==> src/rtl/alu_seq_pkg.sv <==
// ============================================================================
// Package : alu_seq_pkg
// Brief   : Shared constants for the ALU operation sequencer: R-type funct
//           codes, ALU {sel1,sel0} encodings and the sequencer FSM states.
// Rev     : 1.0  initial release
// ============================================================================
`default_nettype none

package alu_seq_pkg;

  // R-type funct codes understood by the sequencer
  localparam logic [5:0] c_funct_add = 6'h20;
  localparam logic [5:0] c_funct_sub = 6'h22;
  localparam logic [5:0] c_funct_and = 6'h24;
  localparam logic [5:0] c_funct_or  = 6'h25;
  localparam logic [5:0] c_funct_slt = 6'h2A;

  // ALU result-select encoding {sel1,sel0}
  localparam logic [1:0] c_sel_and  = 2'b00;
  localparam logic [1:0] c_sel_or   = 2'b01;
  localparam logic [1:0] c_sel_add  = 2'b10;
  localparam logic [1:0] c_sel_less = 2'b11;

  // Sequencer FSM states
  typedef enum logic [1:0] {
    ST_IDLE = 2'd0,
    ST_EXEC = 2'd1,
    ST_SLT2 = 2'd2,
    ST_DONE = 2'd3
  } state_e;

endpackage : alu_seq_pkg

`default_nettype wire

==> src/rtl/alu_funct_dec.sv <==
// ============================================================================
// Module : alu_funct_dec
// Brief  : Combinational funct decoder producing first-pass ALU controls,
//          a two-pass flag (SLT) and an unsupported-funct error flag.
// Rev    : 1.0  initial release
// ============================================================================
`default_nettype none

module alu_funct_dec
  import alu_seq_pkg::*;
#(
  parameter int FUNCT_W = 6
) (
  input  logic [FUNCT_W-1:0] funct_i,
  output logic [1:0]         sel_o,
  output logic               binv_o,
  output logic               cin_o,
  output logic               two_pass_o,
  output logic               err_o
);

  // Map funct to first-pass ALU controls; unknown codes leave the ALU idle
  always_comb begin
    sel_o      = c_sel_and;
    binv_o     = 1'b0;
    cin_o      = 1'b0;
    two_pass_o = 1'b0;
    err_o      = 1'b0;
    case (funct_i)
      FUNCT_W'(c_funct_add): sel_o = c_sel_add;
      FUNCT_W'(c_funct_sub): begin
        sel_o  = c_sel_add;
        binv_o = 1'b1;
        cin_o  = 1'b1;
      end
      FUNCT_W'(c_funct_and): sel_o = c_sel_and;
      FUNCT_W'(c_funct_or):  sel_o = c_sel_or;
      FUNCT_W'(c_funct_slt): begin
        // Pass 1 is a subtraction; the set bit is derived from it
        sel_o      = c_sel_add;
        binv_o     = 1'b1;
        cin_o      = 1'b1;
        two_pass_o = 1'b1;
      end
      default: err_o = 1'b1;
    endcase
  end

endmodule : alu_funct_dec

`default_nettype wire

==> src/rtl/alu_op_sequencer.sv <==
// ============================================================================
// Module : alu_op_sequencer
// Brief  : Multi-cycle issuer for the 32-bit datapath ALU. Accepts a funct and
//          operands over valid/ready, drives the ALU controls from registers,
//          captures result/carry and returns a registered response. SLT takes
//          two ALU passes (SUB, then LESS-select with the computed set bit).
//          Optional macro ALU_OVF_EN adds the resp_ovf output (signed
//          overflow of ADD/SUB).
// Rev    : 1.0  initial release
// ============================================================================
`default_nettype none

module alu_op_sequencer
  import alu_seq_pkg::*;
#(
  parameter int WIDTH   = 32,
  parameter int FUNCT_W = 6
) (
  input  logic               clk,
  input  logic               rst_n,
  input  logic               req_valid,
  output logic               req_ready,
  input  logic [FUNCT_W-1:0] req_funct,
  input  logic [WIDTH-1:0]   req_a,
  input  logic [WIDTH-1:0]   req_b,
  output logic               resp_valid,
  input  logic               resp_ready,
  output logic [WIDTH-1:0]   resp_result,
  output logic               resp_co,
  output logic               resp_err,
`ifdef ALU_OVF_EN
  output logic               resp_ovf,
`endif
  output logic [WIDTH-1:0]   alu_a,
  output logic [WIDTH-1:0]   alu_b,
  output logic               alu_cin,
  output logic               alu_binv,
  output logic [WIDTH-1:0]   alu_less,
  output logic               alu_sel1,
  output logic               alu_sel0,
  input  logic [WIDTH-1:0]   alu_result,
  input  logic               alu_co
);

  state_e state_q, state_d;

  // Latched request attributes
  logic two_pass_q, two_pass_d;
  logic err_q,      err_d;
  logic logic_q,    logic_d;     // AND/OR: carry-out reported as 0
`ifdef ALU_OVF_EN
  logic arith_q,    arith_d;     // single-pass ADD/SUB: overflow reported
  logic resp_ovf_q, resp_ovf_d;
`endif

  // Registered ALU drive
  logic [WIDTH-1:0] alu_a_q,    alu_a_d;
  logic [WIDTH-1:0] alu_b_q,    alu_b_d;
  logic [WIDTH-1:0] alu_less_q, alu_less_d;
  logic [1:0]       alu_sel_q,  alu_sel_d;
  logic             alu_cin_q,  alu_cin_d;
  logic             alu_binv_q, alu_binv_d;

  // Registered response
  logic             resp_valid_q,  resp_valid_d;
  logic [WIDTH-1:0] resp_result_q, resp_result_d;
  logic             resp_co_q,     resp_co_d;
  logic             resp_err_q,    resp_err_d;

  // Decoder outputs for the incoming funct
  logic [1:0] dec_sel;
  logic       dec_binv;
  logic       dec_cin;
  logic       dec_two_pass;
  logic       dec_err;

  alu_funct_dec #(
    .FUNCT_W (FUNCT_W)
  ) u_dec (
    .funct_i    (req_funct),
    .sel_o      (dec_sel),
    .binv_o     (dec_binv),
    .cin_o      (dec_cin),
    .two_pass_o (dec_two_pass),
    .err_o      (dec_err)
  );

  // Signed overflow of the current adder pass, using the effective (possibly
  // inverted) B operand so the same expression covers ADD, SUB and SLT pass 1.
  logic b_eff_msb;
  logic pass_ovf;
  logic slt_set;

  assign b_eff_msb = alu_b_q[WIDTH-1] ^ alu_binv_q;
  assign pass_ovf  = (alu_a_q[WIDTH-1] == b_eff_msb) &&
                     (alu_result[WIDTH-1] != alu_a_q[WIDTH-1]);
  assign slt_set   = alu_result[WIDTH-1] ^ pass_ovf;

  // State and datapath registers, cleared asynchronously
  always_ff @(posedge clk or negedge rst_n) begin
    if (!rst_n) begin
      state_q       <= ST_IDLE;
      two_pass_q    <= 1'b0;
      err_q         <= 1'b0;
      logic_q       <= 1'b0;
`ifdef ALU_OVF_EN
      arith_q       <= 1'b0;
      resp_ovf_q    <= 1'b0;
`endif
      alu_a_q       <= '0;
      alu_b_q       <= '0;
      alu_less_q    <= '0;
      alu_sel_q     <= 2'b00;
      alu_cin_q     <= 1'b0;
      alu_binv_q    <= 1'b0;
      resp_valid_q  <= 1'b0;
      resp_result_q <= '0;
      resp_co_q     <= 1'b0;
      resp_err_q    <= 1'b0;
    end else begin
      state_q       <= state_d;
      two_pass_q    <= two_pass_d;
      err_q         <= err_d;
      logic_q       <= logic_d;
`ifdef ALU_OVF_EN
      arith_q       <= arith_d;
      resp_ovf_q    <= resp_ovf_d;
`endif
      alu_a_q       <= alu_a_d;
      alu_b_q       <= alu_b_d;
      alu_less_q    <= alu_less_d;
      alu_sel_q     <= alu_sel_d;
      alu_cin_q     <= alu_cin_d;
      alu_binv_q    <= alu_binv_d;
      resp_valid_q  <= resp_valid_d;
      resp_result_q <= resp_result_d;
      resp_co_q     <= resp_co_d;
      resp_err_q    <= resp_err_d;
    end
  end

  // Next-state, ALU drive and response capture; ALU drive defaults to zero
  always_comb begin
    state_d       = state_q;
    two_pass_d    = two_pass_q;
    err_d         = err_q;
    logic_d       = logic_q;
`ifdef ALU_OVF_EN
    arith_d       = arith_q;
    resp_ovf_d    = resp_ovf_q;
`endif
    alu_a_d       = '0;
    alu_b_d       = '0;
    alu_less_d    = '0;
    alu_sel_d     = 2'b00;
    alu_cin_d     = 1'b0;
    alu_binv_d    = 1'b0;
    resp_valid_d  = resp_valid_q;
    resp_result_d = resp_result_q;
    resp_co_d     = resp_co_q;
    resp_err_d    = resp_err_q;

    case (state_q)
      ST_IDLE: begin
        if (req_valid) begin
          state_d    = ST_EXEC;
          two_pass_d = dec_two_pass;
          err_d      = dec_err;
          logic_d    = ~dec_sel[1];
`ifdef ALU_OVF_EN
          arith_d    = ~dec_err & ~dec_two_pass & (dec_sel == c_sel_add);
`endif
          // Unsupported funct keeps the ALU inputs at zero
          if (!dec_err) begin
            alu_a_d    = req_a;
            alu_b_d    = req_b;
            alu_sel_d  = dec_sel;
            alu_binv_d = dec_binv;
            alu_cin_d  = dec_cin;
          end
        end
      end

      ST_EXEC: begin
        if (two_pass_q && !err_q) begin
          // Second SLT pass: select the LESS input carrying the set bit
          state_d    = ST_SLT2;
          alu_a_d    = alu_a_q;
          alu_b_d    = alu_b_q;
          alu_sel_d  = c_sel_less;
          alu_less_d = {{(WIDTH-1){1'b0}}, slt_set};
        end else begin
          state_d       = ST_DONE;
          resp_valid_d  = 1'b1;
          resp_err_d    = err_q;
          resp_result_d = err_q ? '0 : alu_result;
          resp_co_d     = (err_q || logic_q) ? 1'b0 : alu_co;
`ifdef ALU_OVF_EN
          resp_ovf_d    = arith_q & pass_ovf;
`endif
        end
      end

      ST_SLT2: begin
        state_d       = ST_DONE;
        resp_valid_d  = 1'b1;
        resp_err_d    = 1'b0;
        resp_result_d = alu_result;
        resp_co_d     = alu_co;
`ifdef ALU_OVF_EN
        resp_ovf_d    = 1'b0;
`endif
      end

      ST_DONE: begin
        if (resp_ready) begin
          state_d      = ST_IDLE;
          resp_valid_d = 1'b0;
        end
      end

      default: state_d = ST_IDLE;
    endcase
  end

  assign req_ready   = (state_q == ST_IDLE);
  assign resp_valid  = resp_valid_q;
  assign resp_result = resp_result_q;
  assign resp_co     = resp_co_q;
  assign resp_err    = resp_err_q;
`ifdef ALU_OVF_EN
  assign resp_ovf    = resp_ovf_q;
`endif
  assign alu_a       = alu_a_q;
  assign alu_b       = alu_b_q;
  assign alu_less    = alu_less_q;
  assign alu_sel1    = alu_sel_q[1];
  assign alu_sel0    = alu_sel_q[0];
  assign alu_cin     = alu_cin_q;
  assign alu_binv    = alu_binv_q;

endmodule : alu_op_sequencer

`default_nettype wire

==> config.mk <==
export PLATFORM = sky130hd
export DESIGN_NAME = alu_op_sequencer
export DESIGN_NICKNAME = d
export VERILOG_FILES = /design/src/rtl/alu_seq_pkg.sv /design/src/rtl/alu_funct_dec.sv /design/src/rtl/alu_op_sequencer.sv
export SDC_FILE = /design/constraint.sdc
export NUM_CORES = 1
export LEC_CHECK = 0
export ABC_CLOCK_PERIOD_IN_PS = 1580
export CAP_MARGIN = 40
export CORE_MARGIN = 4
export CORE_UTILIZATION = 37
export DETAILED_ROUTE_END_ITERATION = 10
export GPL_TIMING_DRIVEN = 1
export PLACE_DENSITY = 0.85
export SLEW_MARGIN = 20
export SYNTH_ARGS = -nofsm -noshare
export SYNTH_HDL_FRONTEND = slang
export SYNTH_SLANG_ARGS = --single-unit
==> constraint.sdc <==
create_clock -name clk -period 1.58 [get_ports clk]
set_clock_uncertainty 0.15 [all_clocks]
set_input_delay 0.316 -clock clk [delete_from_list [all_inputs] [get_ports clk]]
set_output_delay 0.316 -clock clk [all_outputs]
set_load 0.1 [all_outputs]
=== After elaboration in Yosys (flattened, before gate mapping) ===
Cells that the tools add are included.

* Register bits: 139
* Latch bits: 0
* RAM bits: 0
* Memory bits (read-only): 0
* Input bits: 107
* Output and inout bits: 136
* Logic and storage cells: 78
* Memories kept: 0

* Add/sub/neg operators: 0
* Multipliers: 0
* Divide/modulo/power cells: 0
* Magnitude comparators: 0
* Equal/unequal tests: 13
* Shift operators: 0
* Muxes and demuxes: 35
* Bitwise operators: 3
* Reduce and logical (&&, ||, !) cells: 14

{| class="wikitable"
|+ Operators with widths
! operator !! number
|-
| $mux 32 || 7
|-
| $pmux 32 s2 || 3
|-
| $eq 6x6->1 const B || 5
|-
| $mux 1 || 14
|-
| $mux 2 || 5
|-
| $pmux 2 s2 || 2
|-
| $pmux 2 s4 || 1
|-
| $ne 2x2->1 const B || 3
|-
| $reduce_and 2->1 || 3
|-
| $reduce_or 5->1 || 1
|-
| $eq 2x2->1 const B || 2
|-
| $pmux 1 s2 || 2
|-
| $pmux 1 s3 || 1
|-
| $reduce_and 3->1 || 1
|-
| $reduce_bool 3->1 || 1
|-
| $reduce_or 3->1 || 1
|-
| $eq 2x1->1 const B || 1
|-
| $logic_and 1x1->1 || 2
|-
| $logic_not 2->1 || 1
|-
| $reduce_bool 2->1 || 1
|-
| $reduce_or 2->1 || 1
|-
| $xor 1x1->1 || 2
|-
| $eq 1x1->1 || 1
|-
| $logic_not 1->1 || 1
|-
| other kinds (3) || 3
|}

=== Logic depth before layout (Yosys ltp) ===
* Depth after elaboration: 6
* Mapped depth: 8
* Gate-level depth less buffers: 5

=== By module ===
Synthesis repeated with hierarchy kept, for this count alone.

* Cell total of the unflattened synthesis: 389
* Area, all modules: 4,613.2 sq um

{| class="wikitable"
|+ By module, submodules not included
! module !! times used !! cells each !! area each (sq um) !! sequential area each (sq um)
|-
| alu_op_sequencer || 1 || 376 || 4,528.1 || 2,727.6
|-
| alu_funct_dec || 1 || 13 || 85.1 || 0.0
|}

=== Least setup slack after synthesis ===
OpenSTA, ideal clock, no wires.

* Path type: register to register
* Start: reg state_q[0]
* End: reg err_q
* Setup time: 0.125 ns
* Data arrival time: 2.139 ns
* Data required time: 1.305 ns
* Slack: -0.833 ns
* Stages on the path, launching flop included: 6
* Path buffers: 1
* Period minus slack after synthesis: 2.413 ns
* Cell sequence: dfrtp_1 > inv_1 > ha_1 > and2_1 > buf_6 > mux2_2

* Cells in the longest elaborated chain, start to end: 2

{| class="wikitable"
|+ Ends and longest elaborated chain
! what !! line !! source
|-
| from (decl) || alu_op_sequencer.sv:45 || <nowiki>state_e state_q, state_d;</nowiki>
|-
| from (signal assigned) || alu_op_sequencer.sv:121 || <nowiki>state_q <= state_d;</nowiki>
|-
| $logic_not 2->1 || -- ||
|-
| named net req_ready || alu_op_sequencer.sv:22 || <nowiki>output logic req_ready,</nowiki>
|-
| $reduce_and 2->1 (no source line) || -- ||
|-
| to (signal assigned) || alu_op_sequencer.sv:123 || <nowiki>err_q <= err_d;</nowiki>
|-
| to (decl) || alu_op_sequencer.sv:49 || <nowiki>logic err_q, err_d;</nowiki>
|}

The timed path passes the listed nets, and every way through them passes these cells.
A chain may end at the register's enable or synchronous reset.

=== Worst setup path in the final report ===
* Start: reg state_q[1]
* End: out req_ready

* Cells in the longest elaborated chain, start to end: 1

{| class="wikitable"
|+ Ends and longest elaborated chain
! what !! line !! source
|-
| $logic_not 2->1 || alu_op_sequencer.sv:226 || <nowiki>assign req_ready = (state_q == ST_IDLE);</nowiki>
|-
| to (decl) || alu_op_sequencer.sv:22 ||
|}

Every way passes these cells.

==> metrics.md <==
| Metric | Value |
|---|---|
| Drc violations | `0` |
| Reg clk slew, reported paths | `70 ps` |
| Tot GR Track Use | `0.236` |
| Period Utilization, post-route | `1.16` |
| First-pass GRT wire length | `28900 um` |
| Initial Util | `0.377` |
| Post-synth top cells | `dfrtp_1, nand2_1, nand3_1` |
| DR pass1 iterations | `6` |
| Critical path launch point type | `flop` |
| IO Port Bufs | `211` |
| GR Util met3 | `0.0481` |
| Finished Layout Cells | `961` |
| Placed Cells | `893` |
| Critical Path Fanout Max | `4` |
| CTS sink cnt | `between 100 and 150` |
| Simple-gate share of the synthesized area | `0.159` |
| Hold Crit Depth | `2` |
| M2 GR Usage | `0.419` |
| CTS HTree Levels | `3` |
| Failing checks | `setup timing` |
| Vias | `5065` |
| Mux cell area share after synthesis | `0.00651` |
| Synth unique cells | `33` |
| Post-DP HPWL | `11500 um` |
| Final Cell Area | `approximately 0.010 mm2` |
| Min Tclk post-route | `1840 ps` |
| Die Width | `~120 um` |
| Largest net degree at the start of global routing | `71` |
| Yosys top cell by area | `dfrtp_1` |
| Clock Path Buffers | `2` |
| Starting DRC count in detailed routing | `319` |
| Share of cells above drive strength 1 | `0.397` |
| Final Hold Violating Endpoints | `0` |
| RSZ-0062 raised after global routing | `true` |
| Clk_lat worst skew | `350 ps` |
| XOR/XNOR Fraction of Synth Area | `0.00175` |
| CP Class | `reg -> out` |
| Slew Viols, Final | `0` |
| Top post-synthesis cells by area | `dfrtp_1, nand2_1, nand3_1` |
| Hold Crit Class | `in -> reg` |
| Fmax | `0.544 GHz` |
| Initial antenna violation count | `0` |
| Synthesized area | `0.00500 mm2` |
| Grt peak-use layer | `met2` |
| Area grow syn2layout | `103%` |
| Gpl congestion | `0.784` |
| Placeable Area | `0.0132 mm2` |
| CTS root buf | `clkbuf_16` |
| Largest family of logic cells by synthesized area | `compound AO/OA/AOI/OAI gates` |
| Grt total ovfl | `0` |
| Share of the synthesized area in the top cell type | `0.541` |
| Die area | `approximately 0.015 mm2` |
| Post-synthesis compound-gate area fraction | `0.164` |
| Yosys Warn Count | `0` |
| Total Routed Length | `just over 20000 um` |
| Worst setup EP type | `primary output` |
| CTS tree | `yes` |
| Most frequent cell after synthesis | `dfrtp_1` |
| Async SR Flop Fraction | `1.00` |
| Arrival time worst endpoint | `about 1400 ps` |
| PwrDens | `1420 mW/mm2` |
| Site row count | `42` |
| Final setup fails | `around 110` |
| Vias per inst | `5.27` |
| DIE HEIGHT | `124 um` |
| #FFs+latches synth | `108` |
| Avg Synthesized Cell Area | `9.54 um2` |
| Post-synth EDFFs | `0` |
| Maxcap violations | `0` |
| Inserted Diodes | `0` |
| Sequential area share after synthesis | `0.541` |
| Outcome | `finished with violations` |
| # IOs | `243` |
| Final net count | `approximately 900` |
| Syn Inst Count | `524` |
| FF-to-FF path depth | `8` |
| Vias in the first global route | `around 5100` |
| Post-route ant nets | `0` |
| Worst Path Required | `1110 ps` |
| Pleak | `between 0.004 and 0.005 uW` |
| Num CTS Buffers | `9` |
| Post-DP Area | `0.00836 mm2` |
| Peak supply drop | `slightly below 0.8 mV` |
| Dominant synthesized flop cell | `dfrtp_1` |
| Area share of fa/ha/maj cells after synthesis | `0.0100` |
| WL/cell | `21.1 um` |
| M1 GR Usage | `0.285` |
| Fin worst setup slack | `-258 ps` |
## kinds of logic after synthesis
kind of cell,count (synthesis)
mux,3
other cells,1
buf+inv,84
compound gates,143
flops,108
simple gates,180
xor+xnor,1
fa+ha+maj,4
## power breakdown
| part | internal (uW) | switching [uW] | total (uW) |
|---|---|---|---|
| Clock | 1100 | 994 | 2090 |
| Sequential | 3110 | 416 | 3530 |
| Combinational | 3730 | 4990 | 8720 |
## what timing repair did
action,in CTS,in global routing
endpoints found under the setup margin,106,108
resized for setup,119,101
hold buffers,1,0
pin swaps,12,22
buffers inserted,23,8
endpoints found under the hold margin,108,0
cloned,17,10
## routing by layer
layer / up-vias / wire length (um)
met5: - / 0
met3: 50 / 1070
li1: 2275 / -
met2: 226 / 10800
met4: 0 / 595
met1: 2514 / 7820
## layout by cell type (no fill, tap or decap), types with 2 or more instances in the layout
cell type	instances
a21o_1	2
a21oi_1	2
and2_4	2
and3b_4	2
buf_12	125
buf_16	11
buf_4	23
buf_6	19
buf_8	2
clkbuf_1	2
clkbuf_16	16
clkdlybuf4s50_1	103
conb_1	31
dfrtp_1	106
dfrtp_2	2
ha_4	2
inv_1	3
inv_2	2
mux2_2	2
nand2_1	66
nand2_2	19
nand2_4	14
nand2b_1	2
nand3_1	57
nand3_2	6
nand4b_1	2
nor2_1	2
o21ai_0	11
o21ai_1	50
o21ai_2	32
o21ai_4	7
o31ai_1	21
o31ai_2	7
o31ai_4	6
## state kept, by name, indices dropped and copies added (netlist names)
name and cells:
alu_b 32, alu_binv 1, resp_co 1, resp_result 32, alu_sel_q 2, resp_err 1, resp_valid 1, alu_less 1
two_pass_q 1, err_q 1, logic_q 1, alu_a 32, state_q 2
## area by class of cell
| cell class | instances | area, um2 |
|---|---|---|
| repair buffers | 294 | 4490 |
| fillers | 810 | 3120 |
| flip-flops and latches | 108 | 2710 |
| multi-input cells | 364 | 2430 |
| clock buffers | 12 | 246 |
| well taps | 176 | 220 |
| inverters | 5 | 18.8 |
| clock inverters | 2 | 12.5 |
## through the flow
step / setup slack, ps / total power [uW] / util / hold slack (ps) / setup TNS, ps
6_report: -258 / 14300 / 0.765 / 153 / -17590
5_1_grt: -295 / 14800 / 0.765 / 178 / -23830
4_1_cts: -188 / 13500 / 0.724 / 316 / -12210
3_3_place_gp: -335 / 9570 / 0.631 / 214 / -21420
2_1_floorplan: -190 / 7350 / - / -130 / -10230
3_5_place_dp: -437 / 9700 / 0.631 / 214 / -26070
## final timing paths
| kind | from | endpoint | slack (ps) |
|---|---|---|---|
| worst max register to register | state_q[1] | resp_result[7] | -240 |
| worst min-delay path | req_funct[1] | alu_sel_q[0] | 150 |
| max in group asynchronous | rst_n | alu_binv | 470 |
| min in group asynchronous | rst_n | resp_result[2] | 380 |
| worst max-delay path | state_q[1] | req_ready | -260 |
| worst min register to register | alu_b[23] | alu_b[23] | 400 |
## worst max-delay path, stage by stage (launching register included)
cell and delay [ps]:
dfrtp_1 400, inv_2 70, buf_6 120, ha_4 160, buf_6 120, buf_12 150
Note: power is estimated with default switching activity, not from simulation.
